===== src/rtl/lsu_pkg.sv =====
`default_nettype none
// ============================================================================
//  Module   : lsu_pkg
//  Purpose  : Shared types, constants and request checking for the LSU.
//  Revision : 1.0 - initial release
// ============================================================================
package lsu_pkg;

    typedef enum logic [1:0] {
        IDLE = 2'd0,
        RD   = 2'd1,
        WR   = 2'd2,
        RESP = 2'd3
    } lsu_state_e;

    localparam logic [2:0] F3_LB  = 3'b000;
    localparam logic [2:0] F3_LH  = 3'b001;
    localparam logic [2:0] F3_LW  = 3'b010;
    localparam logic [2:0] F3_LBU = 3'b100;
    localparam logic [2:0] F3_LHU = 3'b101;
    localparam logic [2:0] F3_SB  = 3'b000;
    localparam logic [2:0] F3_SH  = 3'b001;
    localparam logic [2:0] F3_SW  = 3'b010;

    localparam logic [31:0] DMEM_BASE_DEFAULT  = 32'h0010_0000;
    localparam int unsigned DMEM_BYTES_DEFAULT = 4096;
    localparam logic [1:0]  MEM_TYPE_WORD      = 2'b10;

    // Window, alignment and funct3 legality; the window end is exclusive.
    function automatic logic lsu_req_err(input logic        we,
                                         input logic [2:0]  f3,
                                         input logic [31:0] addr,
                                         input logic [31:0] base,
                                         input logic [31:0] bytes);
        logic win_ok;
        logic f3_ok;
        logic align_ok;
        win_ok = (addr >= base) && ((addr - base) < bytes);
        if (we)
            f3_ok = (f3 == F3_SB) || (f3 == F3_SH) || (f3 == F3_SW);
        else
            f3_ok = (f3 == F3_LB) || (f3 == F3_LH) || (f3 == F3_LW) ||
                    (f3 == F3_LBU) || (f3 == F3_LHU);
        case (f3[1:0])
            2'b01:   align_ok = !addr[0];
            2'b10:   align_ok = (addr[1:0] == 2'b00);
            default: align_ok = 1'b1;
        endcase
        return !(win_ok && f3_ok && align_ok);
    endfunction

endpackage
`default_nettype wire


===== src/rtl/lsu_if.sv =====
`default_nettype none
// ============================================================================
//  Module   : lsu_if
//  Purpose  : Core request/response and data-memory bus of the LSU.
//  Revision : 1.0 - initial release
// ============================================================================
interface lsu_if;
    logic        req_valid;
    logic        req_ready;
    logic        req_we;
    logic [2:0]  req_funct3;
    logic [31:0] req_addr;
    logic [31:0] req_wdata;
    logic        resp_valid;
    logic [31:0] resp_rdata;
    logic        resp_err;
    logic        mem_read;
    logic        mem_write;
    logic [31:0] mem_addr;
    logic [31:0] mem_wdata;
    logic [1:0]  mem_type;
    logic [31:0] mem_rdata;

    modport slave (
        input  req_valid, req_we, req_funct3, req_addr, req_wdata, mem_rdata,
        output req_ready, resp_valid, resp_rdata, resp_err,
               mem_read, mem_write, mem_addr, mem_wdata, mem_type
    );

    modport master (
        output req_valid, req_we, req_funct3, req_addr, req_wdata, mem_rdata,
        input  req_ready, resp_valid, resp_rdata, resp_err,
               mem_read, mem_write, mem_addr, mem_wdata, mem_type
    );
endinterface
`default_nettype wire


===== src/rtl/lsu_align.sv =====
`default_nettype none
// ============================================================================
//  Module   : lsu_align
//  Purpose  : Load lane extraction/extension and store lane merging.
//  Revision : 1.0 - initial release
// ============================================================================
module lsu_align
    import lsu_pkg::*;
(
    input  wire logic [31:0] word_i,
    input  wire logic [31:0] wdata_i,
    input  wire logic [1:0]  offset_i,
    input  wire logic [2:0]  funct3_i,
    output logic      [31:0] load_data_o,
    output logic      [31:0] store_word_o
);

    logic [7:0]  byte_lane;
    logic [15:0] half_lane;

    always_comb begin
        byte_lane = word_i[{offset_i, 3'b000} +: 8];
        half_lane = word_i[{offset_i[1], 4'b0000} +: 16];
        case (funct3_i)
            F3_LB:   load_data_o = {{24{byte_lane[7]}}, byte_lane};
            F3_LBU:  load_data_o = {24'h0, byte_lane};
            F3_LH:   load_data_o = {{16{half_lane[15]}}, half_lane};
            F3_LHU:  load_data_o = {16'h0, half_lane};
            F3_LW:   load_data_o = word_i;
            default: load_data_o = 32'h0;
        endcase
    end

    always_comb begin
        store_word_o = word_i;
        case (funct3_i)
            F3_SB:   store_word_o[{offset_i, 3'b000} +: 8]     = wdata_i[7:0];
            F3_SH:   store_word_o[{offset_i[1], 4'b0000} +: 16] = wdata_i[15:0];
            default: store_word_o = wdata_i;
        endcase
    end

endmodule
`default_nettype wire


===== src/rtl/load_store_unit.sv =====
`default_nettype none
// ============================================================================
//  Module   : load_store_unit
//  Purpose  : RV32I load/store unit with read-modify-write for SB/SH.
//  Revision : 1.0 - initial release
// ============================================================================
module load_store_unit
    import lsu_pkg::*;
#(
    parameter logic [31:0] DMEM_BASE  = DMEM_BASE_DEFAULT,
    parameter int unsigned DMEM_BYTES = DMEM_BYTES_DEFAULT
) (
    input  wire logic clk,
    input  wire logic rst_n,
    lsu_if.slave      bus
);

    lsu_state_e  state_q;
    logic [1:0]  offset_q;
    logic [2:0]  funct3_q;
    logic        we_q;
    logic [31:0] wdata_q;
    logic        resp_valid_q;
    logic        resp_err_q;
    logic [31:0] resp_rdata_q;
    logic        mem_read_q;
    logic        mem_write_q;
    logic [31:0] mem_addr_q;
    logic [31:0] mem_wdata_q;

    logic        req_err;
    logic [31:0] load_data;
    logic [31:0] store_word;

    assign req_err = lsu_req_err(bus.req_we, bus.req_funct3, bus.req_addr,
                                 DMEM_BASE, 32'(DMEM_BYTES));

    lsu_align u_align (
        .word_i      (bus.mem_rdata),
        .wdata_i     (wdata_q),
        .offset_i    (offset_q),
        .funct3_i    (funct3_q),
        .load_data_o (load_data),
        .store_word_o(store_word)
    );

    always_ff @(posedge clk or negedge rst_n) begin
        if (!rst_n) begin
            state_q      <= IDLE;
            offset_q     <= 2'b00;
            funct3_q     <= 3'b000;
            we_q         <= 1'b0;
            wdata_q      <= 32'h0;
            resp_valid_q <= 1'b0;
            resp_err_q   <= 1'b0;
            resp_rdata_q <= 32'h0;
            mem_read_q   <= 1'b0;
            mem_write_q  <= 1'b0;
            mem_addr_q   <= 32'h0;
            mem_wdata_q  <= 32'h0;
        end else begin
            case (state_q)
                IDLE: begin
                    if (bus.req_valid) begin
                        offset_q   <= bus.req_addr[1:0];
                        funct3_q   <= bus.req_funct3;
                        we_q       <= bus.req_we;
                        wdata_q    <= bus.req_wdata;
                        mem_addr_q <= {bus.req_addr[31:2], 2'b00};
                        if (req_err) begin
                            state_q      <= RESP;
                            resp_valid_q <= 1'b1;
                            resp_err_q   <= 1'b1;
                        end else if (bus.req_we && (bus.req_funct3 == F3_SW)) begin
                            // Full-word store needs no read of the old word.
                            state_q     <= WR;
                            mem_write_q <= 1'b1;
                            mem_wdata_q <= bus.req_wdata;
                        end else begin
                            state_q    <= RD;
                            mem_read_q <= 1'b1;
                        end
                    end
                end
                RD: begin
                    mem_read_q <= 1'b0;
                    if (we_q) begin
                        state_q     <= WR;
                        mem_write_q <= 1'b1;
                        mem_wdata_q <= store_word;
                    end else begin
                        state_q      <= RESP;
                        resp_valid_q <= 1'b1;
                        resp_rdata_q <= load_data;
                    end
                end
                WR: begin
                    mem_write_q  <= 1'b0;
                    state_q      <= RESP;
                    resp_valid_q <= 1'b1;
                end
                RESP: begin
                    state_q      <= IDLE;
                    resp_valid_q <= 1'b0;
                    resp_err_q   <= 1'b0;
                    resp_rdata_q <= 32'h0;
                end
                default: state_q <= IDLE;
            endcase
        end
    end

    assign bus.req_ready  = (state_q == IDLE);
    assign bus.resp_valid = resp_valid_q;
    assign bus.resp_err   = resp_err_q;
    assign bus.resp_rdata = resp_rdata_q;
    assign bus.mem_read   = mem_read_q;
    assign bus.mem_write  = mem_write_q;
    assign bus.mem_addr   = mem_addr_q;
    assign bus.mem_wdata  = mem_wdata_q;
    assign bus.mem_type   = MEM_TYPE_WORD;

endmodule
`default_nettype wire


===== src/flat_wrapper.sv =====
// flat-port wrapper written by rule: the top's interface ports become plain ports
module load_store_unit_flat import lsu_pkg::*;
#(
    parameter logic [31:0] DMEM_BASE  = DMEM_BASE_DEFAULT,
    parameter int unsigned DMEM_BYTES = DMEM_BYTES_DEFAULT
)
  (clk, rst_n, bus_req_valid, bus_req_we, bus_req_funct3, bus_req_addr, bus_req_wdata, bus_mem_rdata, bus_req_ready, bus_resp_valid, bus_resp_rdata, bus_resp_err, bus_mem_read, bus_mem_write, bus_mem_addr, bus_mem_wdata, bus_mem_type);
  lsu_if bus_i ();
  input  wire logic clk;
  input  wire logic rst_n;
  input wire logic [$bits(bus_i.req_valid)-1:0] bus_req_valid;
  input wire logic [$bits(bus_i.req_we)-1:0] bus_req_we;
  input wire logic [$bits(bus_i.req_funct3)-1:0] bus_req_funct3;
  input wire logic [$bits(bus_i.req_addr)-1:0] bus_req_addr;
  input wire logic [$bits(bus_i.req_wdata)-1:0] bus_req_wdata;
  input wire logic [$bits(bus_i.mem_rdata)-1:0] bus_mem_rdata;
  output wire logic [$bits(bus_i.req_ready)-1:0] bus_req_ready;
  output wire logic [$bits(bus_i.resp_valid)-1:0] bus_resp_valid;
  output wire logic [$bits(bus_i.resp_rdata)-1:0] bus_resp_rdata;
  output wire logic [$bits(bus_i.resp_err)-1:0] bus_resp_err;
  output wire logic [$bits(bus_i.mem_read)-1:0] bus_mem_read;
  output wire logic [$bits(bus_i.mem_write)-1:0] bus_mem_write;
  output wire logic [$bits(bus_i.mem_addr)-1:0] bus_mem_addr;
  output wire logic [$bits(bus_i.mem_wdata)-1:0] bus_mem_wdata;
  output wire logic [$bits(bus_i.mem_type)-1:0] bus_mem_type;
  assign bus_i.req_valid = bus_req_valid;
  assign bus_i.req_we = bus_req_we;
  assign bus_i.req_funct3 = bus_req_funct3;
  assign bus_i.req_addr = bus_req_addr;
  assign bus_i.req_wdata = bus_req_wdata;
  assign bus_i.mem_rdata = bus_mem_rdata;
  assign bus_req_ready = bus_i.req_ready;
  assign bus_resp_valid = bus_i.resp_valid;
  assign bus_resp_rdata = bus_i.resp_rdata;
  assign bus_resp_err = bus_i.resp_err;
  assign bus_mem_read = bus_i.mem_read;
  assign bus_mem_write = bus_i.mem_write;
  assign bus_mem_addr = bus_i.mem_addr;
  assign bus_mem_wdata = bus_i.mem_wdata;
  assign bus_mem_type = bus_i.mem_type;
  load_store_unit #(.DMEM_BASE(DMEM_BASE), .DMEM_BYTES(DMEM_BYTES)) u_core (.clk(clk), .rst_n(rst_n), .bus(bus_i));
endmodule

===== config.mk =====
export PLATFORM = sky130hd
export DESIGN_NAME = load_store_unit_flat
export DESIGN_NICKNAME = d
export VERILOG_FILES = /design/src/rtl/lsu_pkg.sv /design/src/rtl/lsu_if.sv /design/src/rtl/lsu_align.sv /design/src/rtl/load_store_unit.sv /design/src/flat_wrapper.sv
export SDC_FILE = /design/constraint.sdc
export NUM_CORES = 1
export LEC_CHECK = 0
export CAP_MARGIN = 20
export CORE_MARGIN = 2
export CORE_UTILIZATION = 48
export CTS_CLUSTER_SIZE = 12
export DETAILED_ROUTE_END_ITERATION = 7
export PLACE_DENSITY = 0.77
export SLEW_MARGIN = 30
export SYNTH_ARGS = -nofsm -noshare
export SYNTH_HDL_FRONTEND = slang
export SYNTH_SLANG_ARGS = --single-unit

===== constraint.sdc =====
create_clock -name clk -period 3.4 [get_ports clk]
set_clock_uncertainty 0.2 [all_clocks]
set_input_delay 0.51 -clock clk [delete_from_list [all_inputs] [get_ports clk]]
set_output_delay 0.51 -clock clk [all_outputs]
set_load 0.03 [all_outputs]

# Word-level counts from Yosys, hierarchy flattened
# Cells that the tools add are included.
[classes]
n_reduce_logical = 24
magnitude_cmp = 2
n_div = 0
mux = 32
bitwise = 0
n_addsub = 3
multipliers = 0
shifts = 6
n_eq_ne = 20
[op_table]
columns = ["operator", "n"]
rows = [
  ["$pmux 32 s2", 3],
  ["$mux 32", 5],
  ["$pmux 32 s5", 1],
  ["$bwmux 32", 2],
  ["$ge 32x21->1 const B", 1],
  ["$lt 32x13->1 const B", 1],
  ["$shift 16x7->32 const A", 1],
  ["$shift 8x7->32 const A", 1],
  ["$shiftx 16x7->32", 1],
  ["$shiftx 32x6->16", 1],
  ["$shiftx 32x6->8", 1],
  ["$shiftx 8x7->32", 1],
  ["$sub 32x21->32 const B", 1],
  ["$neg 5->7", 2],
  ["$eq 3x3->1 const B", 4],
  ["$mux 1", 12],
  ["$reduce_and 5->1", 2],
  ["$ne 2x2->1 const B", 4],
  ["$pmux 2 s4", 1],
  ["$eq 2x2->1 const B", 3],
  ["$eq 3x1->1 const B", 2],
  ["$eq 3x2->1 const B", 2],
  ["$logic_not 3->1", 2],
  ["$mux 2", 3],
  ["other kinds (14)", 30],
]
[totals]
latch_bits = 0
romBits = 0
memories = 0
elab_cells = 99
out_inout_bits = 103
in_bits = 103
regBits = 138
mem_bits_rw = 0

# Longest topological paths before layout
# Gate-level depths: netlist (run 1).
[depth]
word_depth = 11
mapped_depth = 9
depth_no_buf = 7

# By module
# Synthesis (run 1) repeated with hierarchy kept, for this count alone.
[unflattened]
hier_cells = 673
area_unflattened_um2 = 7584.8
[by_module_without_submodules]
columns = ["module", "cells_each", "n_inst", "area_per_inst_um2", "seq_area_each_um2"]
rows = [
  ["load_store_unit", 435, 1, 5875.6, 3453.3],
  ["lsu_align", 238, 1, 1709.1, 0.0],
]

# Worst setup path before layout (run 1)
# OpenSTA, ideal clock, no wires.
[synth_path]
path_type = "input port to flip-flop"
startpoint = "input port bus_req_funct3[0]"
endpoint = "register u_core.mem_wdata_q[0] (netlist: u_core.bus.mem_wdata[0])"
arrival_time_ps = 2121
required_time_ps = 3075
path_buffers = 1
setup_slack_ps = 954
path_stages = 8
setup_ps = 125
path_cell_list = "inv_1 ha_1 nor2b_1 o311ai_2 nor4b_2 o21ai_2 buf_6 mux2_4"
[synth_via]
elab_chain_cells = 10
word_cells_on_any_way = 19
cone_classes = "8 x eq/ne; 2 x mux; 9 x reduce/logical"
[synth_lines]
columns = ["element", "line_no", "source"]
rows = [
  ["start, declared", "flat_wrapper.sv:13", "input wire logic [$bits(bus_i.req_funct3)-1:0] bus_req_funct3;"],
  ["$eq 3x1->1 or $logic_not 3->1 (tied branches)", "lsu_pkg.sv:40, lsu_pkg.sv:42", ""],
  ["$logic_or 1x1->1 (2 in a row)", "lsu_pkg.sv:40, lsu_pkg.sv:42", ""],
  ["$logic_or 1x1->1", "lsu_pkg.sv:42", "f3_ok = (f3 == F3_LB) || (f3 == F3_LH) || (f3 == F3_LW) ||"],
  ["$logic_or 1x1->1", "lsu_pkg.sv:43", "(f3 == F3_LBU) || (f3 == F3_LHU);"],
  ["$mux 1", "lsu_pkg.sv:39", "if (we)"],
  ["$logic_and 1x1->1 (2 in a row)", "lsu_pkg.sv:49", "return !(win_ok && f3_ok && align_ok);"],
  ["$ne 2x1->1 (no line)", "--", ""],
  ["$reduce_and 5->1 (no line) (*)", "--", ""],
  ["end signal, assigned", "load_store_unit.sv:78", "mem_wdata_q <= bus.req_wdata;"],
  ["end signal, assigned", "load_store_unit.sv:90", "mem_wdata_q <= store_word;"],
  ["end, declared", "load_store_unit.sv:29", "logic [31:0] mem_wdata_q;"],
]
# Every way passes the cells marked *; elsewhere a longest branch is shown, timed or not.
# A chain may end at the register's enable or synchronous reset.

# Final worst setup path (run 1)
[layout_path]
startpoint = "register u_core.state_q[1]"
endpoint = "register u_core.resp_rdata_q[20] (netlist: u_core.bus.resp_rdata[20])"
[layout_via]
elab_chain_cells = 3
word_cells_on_any_way = 6
cone_classes = "3 x eq/ne; 1 x mux; 2 x reduce/logical"
[layout_lines]
columns = ["element", "line_no", "source"]
rows = [
  ["start, declared", "load_store_unit.sv:18", "lsu_state_e state_q;"],
  ["start signal, assigned", "load_store_unit.sv:49", "state_q <= IDLE;"],
  ["start signal, assigned", "load_store_unit.sv:71", "state_q <= RESP;"],
  ["start signal, assigned", "load_store_unit.sv:76", "state_q <= WR;"],
  ["$eq 2x1->1 or $eq 2x2->1 (tied branches)", "load_store_unit.sv:62", "case (state_q)"],
  ["$ne 2x2->1 (no line) or $reduce_bool 2->1 (tied branches)", "--", ""],
  ["$reduce_and 2->1 (no line)", "--", ""],
  ["end signal, assigned", "load_store_unit.sv:94", "resp_rdata_q <= load_data;"],
  ["end, declared", "load_store_unit.sv:25", "logic [31:0] resp_rdata_q;"],
]
# Parallel ways exist; a longest one is shown, timed or not.

==> results by group, run 1 <==
Drt
  • Drt pass-1 iters: 8
  • Initial drt markers: 571
  • DR vias: 6028
  • Avg WL per Cell: 21.1 um
  • Vias/cell: 6.02
  • Drc violations: 0
  • Routed wire length: 21.2 mm
  • Routed Antenna Nets: 0

Timing
  • Final setup viols: 0
  • Max Freq: 0.327 GHz
  • Final period util: 90.0%
  • Max Slew Vio Count: 0
  • Slew @ Worst Pin: between 900 and 1000 ps
  • Min Tclk post-route: between 3000 and 4000 ps
  • Final TNS setup: 0 ps
  • Min Hold Slack: 288 ps
  • Slew margin rel.: a little over a third
  • RSZ-0062 raised after global routing: false
  • Final Hold Viols: 0

Finish
  • Layout Cells excl Fill: 1001
  • Proportion of layout cells with a drive suffix above 1: a little under a fifth
  • # diodes: 0
  • Util after Layout: 67.5%
  • Final nets: 924
  • P&R area growth vs syn: 38.8%

Place
  • Inst Count DP: 973
  • GPL Wtd Cong: between 0.9 and 1
  • IO buf count: 201
  • Post-detail-place hpwl: 15.4 mm

Setup path
  • Reg2reg path depth: 6
  • Arrival time worst endpoint: roughly 3200 ps
  • Buf/Inv on CP: 1
  • Slowest Stage Delay on Critical Path: 1020 ps
  • CP delay by family, top: compound AO/OA/AOI/OAI gates
  • Critical Path Start Type: register
  • CP required: 3540 ps
  • CP Capture Type: register
  • Worst path slowest cell: a2111oi_4
  • WP depth: 6
  • WS Path Type: reg -> reg
  • CP Max Fanout: 18
  • Crit-path cells: inv_1, ha_2, nor2b_1, nand3_1, a2111oi_4, a221o_1

CTS
  • Clock sinks: 138
  • Clk_lat worst skew: 420 ps
  • Clock Tree Root: clkbuf_16
  • Clock slew at reported path FFs: 60 ps
  • Max Root-Sink Buffers: 2
  • CTS tree: built
  • # Post-CTS Setup Buffers: 0
  • H-Tree Depth: 4
  • TritonCTS buffer count: 17

Global routing
  • Initial antenna violation count: 0
  • Vias in the first global route: a little over 6k
  • First-pass GRT wire length: 33.5 mm
  • Total gr overflow: 0
  • Largest net degree at the start of global routing: 69
  • GRT Total Usage: 27.5%

Die
  • Die height: between 100 and 150 um
  • Die area: 15600 um2
  • Core ar.: 14400 um2
  • IO Count: 206
  • Row count: 44
  • Die extent in x: 125 um
  • Initial Util: 48.6%

Flow run
  • Total of max-cap violations: 0

Pwr
  • Pwr/cell area: 1080 nW/um2
  • Leak: slightly above 4 nW
  • Peak VDD IR: 0.000599 V
  • Total Power: 10.5 mW

Logic synthesis
  • Synthesized cell area: between 7000 and 8000 um2
  • Leading area contributor after synthesis: dfrtp_1
  • Synth area leaders: dfrtp_1 49%, mux2_2 11%, mux2_4 6.4%
  • Cells after synthesis: approximately 620
  • Synth cell types: between 50 and 60
  • Number of synthesized flops with an enable pin: 0
  • Async set-reset flop share out of synthesis: 100%
  • Post-synthesis sequential area ratio: 49.2%
  • Yosys warnings: 0
  • Yosys top cell area share: 49.2%
  • Avg Cell Area, Syn: 11.3 um2
  • Yosys reg bits: 138
  • Primary FF master, synth: dfrtp_1

Min path
  • Hold path depth: 2
  • HP Class: reg -> reg

Outcome
  • Status: completed
## flip-flops by register name, indices dropped and copies added, names as in the netlist
| register | cells |
|---|---|
| u_core.bus.resp_rdata | 32 |
| u_core.we_q | 1 |
| u_core.bus.mem_addr | 30 |
| u_core.bus.mem_wdata | 32 |
| u_core.bus.resp_err | 1 |
| u_core.bus.mem_read | 1 |
| u_core.bus.resp_valid | 1 |
| u_core.state_q | 2 |
| u_core.offset_q | 2 |
| u_core.wdata_q | 32 |
| u_core.bus.mem_write | 1 |
| u_core.funct3_q | 3 |
## area by class of cell
class / count / area, um2
Clock buffer: 25 / 505
Inverter: 13 / 48.8
Multi-Input combinational cell: 426 / 3330
Fill cell: 1088 / 4690
Clock inverter: 2 / 37.5
Tap cell: 184 / 230
Sequential cell: 138 / 3450
Timing Repair Buffer: 213 / 2130
## Yosys cell counts (8+ instances only)
cell      count
a41oi_1       8
mux2_4       30
buf_2         9
o21ai_0      27
nor2_1       40
clkbuf_1     26
a22oi_1       8
nand2_1      79
a221oi_1     14
ha_1         12
mux2_2       66
a221o_1      16
a22o_1        8
a21oi_1      10
dfrtp_1     138
a31oi_1      26
inv_1        12
## cells in the final DEF (no fill, tap or decap), types with 4 or more instances in the layout
cell             count
ha_1                11
clkdlybuf4s50_1    200
a21oi_1             10
clkbuf_8             5
inv_1               12
mux2_2              66
dfrtp_1            138
mux2i_1              5
clkbuf_16           17
o21ai_1              6
conb_1               4
nand2_1             78
a22oi_1              8
a22o_1               8
nor4_1               6
a221o_1             16
a41oi_1              8
buf_4                9
nor2b_1              7
a222oi_1             7
nor2_1              39
nand2b_1             5
a221oi_1            14
mux2_4              30
o21ai_0             27
a31oi_1             26
## stage by stage
step                      cell area [um2]  worst slack, ps
after floorplan                      7020              954
after global placement               9180              359
after detailed placement             9180              256
after CTS                            9730              348
after global routing                 9740              182
final                                9740              339
## worst paths after layout
path,slack [ps],endpoint,start
max in group asynchronous,1800,u_core.bus.mem_addr[10],rst_n
worst max register to register,340,u_core.bus.resp_rdata[20],u_core.state_q[1]
worst min register to register,290,u_core.bus.resp_rdata[2],u_core.bus.resp_rdata[2]
worst min-delay path,290,u_core.bus.resp_rdata[2],u_core.bus.resp_rdata[2]
min in group asynchronous,440,u_core.bus.mem_wdata[4],rst_n
worst max-delay path,340,u_core.bus.resp_rdata[20],u_core.state_q[1]
## timing repair
| item | CTS | global route |
|---|---|---|
| endpoints found under the hold margin | 63 | 0 |
| hold buffers | 1 | 0 |
| resized for setup | 0 | 0 |
## metal layers
metal	vias to the layer above	share of wire, %	global-route usage, %
met1	2936	39	35.1
li1	2664	-	-
met4	0	4.9	14.8
met5	-	0	0
met2	368	46	42.5
met3	60	10	7.95
## where the power goes
group	internal, mW	switching (mW)
logic	2.59	3.04
registers	2.47	0.653
clock network	1.08	0.648
total	6.15	4.35
## cell families (layout without fill, tap and decap cells)
group,after synthesis,after routing,share of synthesized area (%)
DFF,138,138,49.2
other,2,4,0.107
muxes,105,105,18.7
and+or+nand+nor,154,154,9.92
buffers and inverters,57,253,3.75
adders and majority gates,12,12,2.14
AOI/OAI and AO/OA,151,151,16.1
## worst reg2reg max path: stages, from the launching register on
cell and delay [ps]:
dfrtp_1 420, inv_1 110, ha_2 170, nor2b_1 260, nand3_1 560, a2111oi_4 1030, a221o_1 240
Note: power is estimated with default switching activity, not from simulation.
==> run 2: changes to the inputs <==
--- a/config.mk
+++ b/config.mk
@@ -7,10 +7,12 @@
 export LEC_CHECK = 0
 export CAP_MARGIN = 20
 export CORE_MARGIN = 2
-export CORE_UTILIZATION = 48
+export CORE_UTILIZATION = 64
 export CTS_CLUSTER_SIZE = 12
 export DETAILED_ROUTE_END_ITERATION = 7
-export PLACE_DENSITY = 0.77
+export DONT_BUFFER_PORTS = 1
+export PLACE_DENSITY = 0.76
+export REMOVE_ABC_BUFFERS = 1
 export SLEW_MARGIN = 30
 export SYNTH_ARGS = -nofsm -noshare
 export SYNTH_HDL_FRONTEND = slang
==> run 2 against run 1 <==
  * The run now ends with DRC, hold timing left
  * Routed wire length shrank 0.95%
  * Sequential share of layout area is 4.4 points higher
  * Total power shrank 8.9%
  * First-iteration DRC count increased by 36%
  * Utilization rose by 13 points
  * Setup slack got worse by 120 ps
  * Critical path depth rose by 3
==> results by group, run 2 (synthesis gave the netlist of run 1 again) <==
Drt
  • Avg WL per Cell: 24.4 um (+16%)
  • Routed wire length: 21.0 mm (-0.95%)
  • Drc violations: 2 (+2)
  • Drt pass-1 iters: 8 (unchanged)
  • Routed Antenna Nets: 0 (unchanged)
  • Initial drt markers: 778 (+36%)
  • DR vias: 5771 (-4.3%)
  • Vias/cell: 6.73 (+12%)

CTS
  • Clock Tree Root: clkbuf_8
  • Max Root-Sink Buffers: 2 (unchanged)
  • Clock sinks: 138 (unchanged)
  • H-Tree Depth: 4 (unchanged)
  • Clk_lat worst skew: 530 ps (+110 ps)
  • Cts hold-fix bufs: 94 (+93)
  • # Post-CTS Setup Buffers: 0 (unchanged)
  • Clock slew at reported path FFs: 60 ps (about the same)
  • Post_cts resized: 0 (unchanged)
  • CTS tree: built
  • TritonCTS buffer count: 17 (unchanged)

Die
  • Row count: 38 (-14%)
  • Die height: 109 um (-13%)
  • Die area: 11800 um2 (-24%)
  • Die extent in x: 109 um (-13%)
  • IO Count: 206 (unchanged)
  • Initial Util: 65.3% (+17 points)
  • Core ar.: 10700 um2 (-26%)

Pwr
  • Pwr/cell area: 1100 nW/um2 (+2.3%)
  • Internal power: 5.26 mW (-14%)
  • Leak: 3.78 nW (-8.3%)
  • Peak VDD IR: 0.000653 V (+8.9%)
  • Total Power: 9.56 mW (-8.9%)
  • Net Sw Frac: 44.9% (+3.5 points)
  • Sequential Power Share: 45.9% (+16 points)
  • Switching pwr: 4.30 mW (-1.1%)
  • Clock Power Share: 19.2% (+2.7 points)
  • Logic pwr share: 34.9% (-19 points)

Finish
  • # diodes: 0 (unchanged)
  • Fillers: 635 (-42%)
  • Final nets: 821 (-11%)
  • Area of the multi-input gates: 3330 um2 (about the same)
  • Reg area: 3450 um2 (unchanged)
  • P&R area growth vs syn: 23.6%
  • Proportion of layout cells with a drive suffix above 1: 21.9% (+3.8 points)
  • Leading cell type in the layout, fill and taps excluded: dfrtp_1
  • Layout Cells excl Fill: 857 (-14%)
  • Most frequent cells in the layout: 138 x dfrtp_1, 94 x dlygate4sd3_1, 78 x nand2_1
  • Post-route cell area: 8670 um2 (-11%)

Global routing
  • Vias in the first global route: 5896 (-3.8%)
  • First-pass GRT wire length: 31.6 mm (-5.5%)
  • Total gr overflow: 0 (unchanged)
  • Largest net degree at the start of global routing: 139 (+100%)
  • GRT Total Usage: 35.9% (+8.3 points)
  • Initial antenna violation count: 0 (unchanged)

Timing
  • Max Freq: 0.314 GHz (-3.8%)
  • Final period util: 93.5% (+3.5 points)
  • Max Slew Vio Count: 0 (unchanged)
  • Slew margin rel.: 42.8% (+6.9 points)
  • RSZ-0062 raised after global routing: false
  • Final Hold Viols: 138 (+138)
  • Min Hold Slack: -529 ps (-817 ps)
  • Slew @ Worst Pin: 854 ps (-107 ps)
  • Final setup viols: 0 (unchanged)
  • Min Tclk post-route: 3180 ps (+120 ps)

Outcome
  • Failing checks: DRC, hold timing
  • Status: finished with violations

Min path
  • HP Class: in -> async

Setup path
  • CP required: 3610 ps (+70 ps)
  • WS Path Type: in -> reg
  • CP Capture Type: register
  • Arrival time worst endpoint: 3390 ps (+180 ps)
  • Critical Path Start Type: input pin
  • CP Max Fanout: 17 (-1)
  • Reg2reg path depth: 7 (+1)

Place
  • GPL Wtd Cong: 0.944 (+3.1%)
  • Inst Count DP: 732 (-25%)
  • Post-detail-place hpwl: 13.2 mm (-14%)
  • Area after DPL: 7140 um2 (-22%)
  • IO buf count: 0 (-100%)

Flow run
  • Total of max-cap violations: 0 (unchanged)
## run 2: changes by cell type in the layout (fill, tap and decap cells not counted), sizes merged
cell	change
bufinv	+2
clkinv	+5
dlygate4sd3	+93
clkbuf	-7
clkinvlp	+2
clkdlybuf4s50	-200
buf	+4
inv	+1
## run 2: per-layer routing
metal	track usage (%)	part of all wire, %
met5	0	0
met4	14.0	3.0
met3	13.4	13
met2	58.1	48
met1	43.7	36
## run 2: layout make-up
class | instances | area share, %
well taps | 140 | 2.02
repair buffers | 110 | 12.5
flip-flops and latches | 138 | 39.8
clock inverters | 12 | 1.73
multi-input cells | 426 | 38.4
clock buffers | 18 | 4.94
inverters | 13 | 0.563
## run 2: worst paths after layout
path	start	end	slack [ps]
min	rst_n	u_core.bus.mem_wdata[29]	-530
min reg2reg	u_core.wdata_q[23]	u_core.wdata_q[23]	310
min in group clk	bus_mem_rdata[8]	u_core.bus.resp_rdata[8]	10
max in group asynchronous	rst_n	u_core.bus.mem_write	3340
max reg2reg	u_core.state_q[1]	u_core.bus.resp_rdata[20]	590
max	bus_req_funct3[0]	u_core.bus.mem_wdata[14]	220
## run 2: power by group through the flow
| stage | combinational (mW) | clock [mW] | sequential, mW |
|---|---|---|---|
| 6_report | 3.34 | 1.83 | 4.39 |
| 5_1_grt | 3.59 | 1.91 | 4.47 |
| 4_1_cts | 3.27 | 1.84 | 4.36 |
| 3_5_place_dp | 3.14 | 0 | 4.36 |
| 3_3_place_gp | 3.02 | 0 | 4.34 |
| 2_1_floorplan | 2.45 | 0 | 4.11 |
## run 2: worst max-delay path, stage by stage
cell and delay [ps]:
dlygate4sd3_1 550, inv_1 70, ha_1 220, nor2b_1 170
o311ai_2 430, nor4b_2 140, o21ai_4 690, buf_12 270
mux2_1 340
## run 2: stage by stage
step	setup slack, ps	util (%)	TNS [ps]	hold WS, ps
final	219	80.7	0	-529
after global routing	141	80.7	0	-551
after CTS	296	80.6	0	-544
after detailed placement	318	66.5	0	17.6
after global placement	381	66.5	0	18.4
after floorplan	-168	-	-6240	14.4
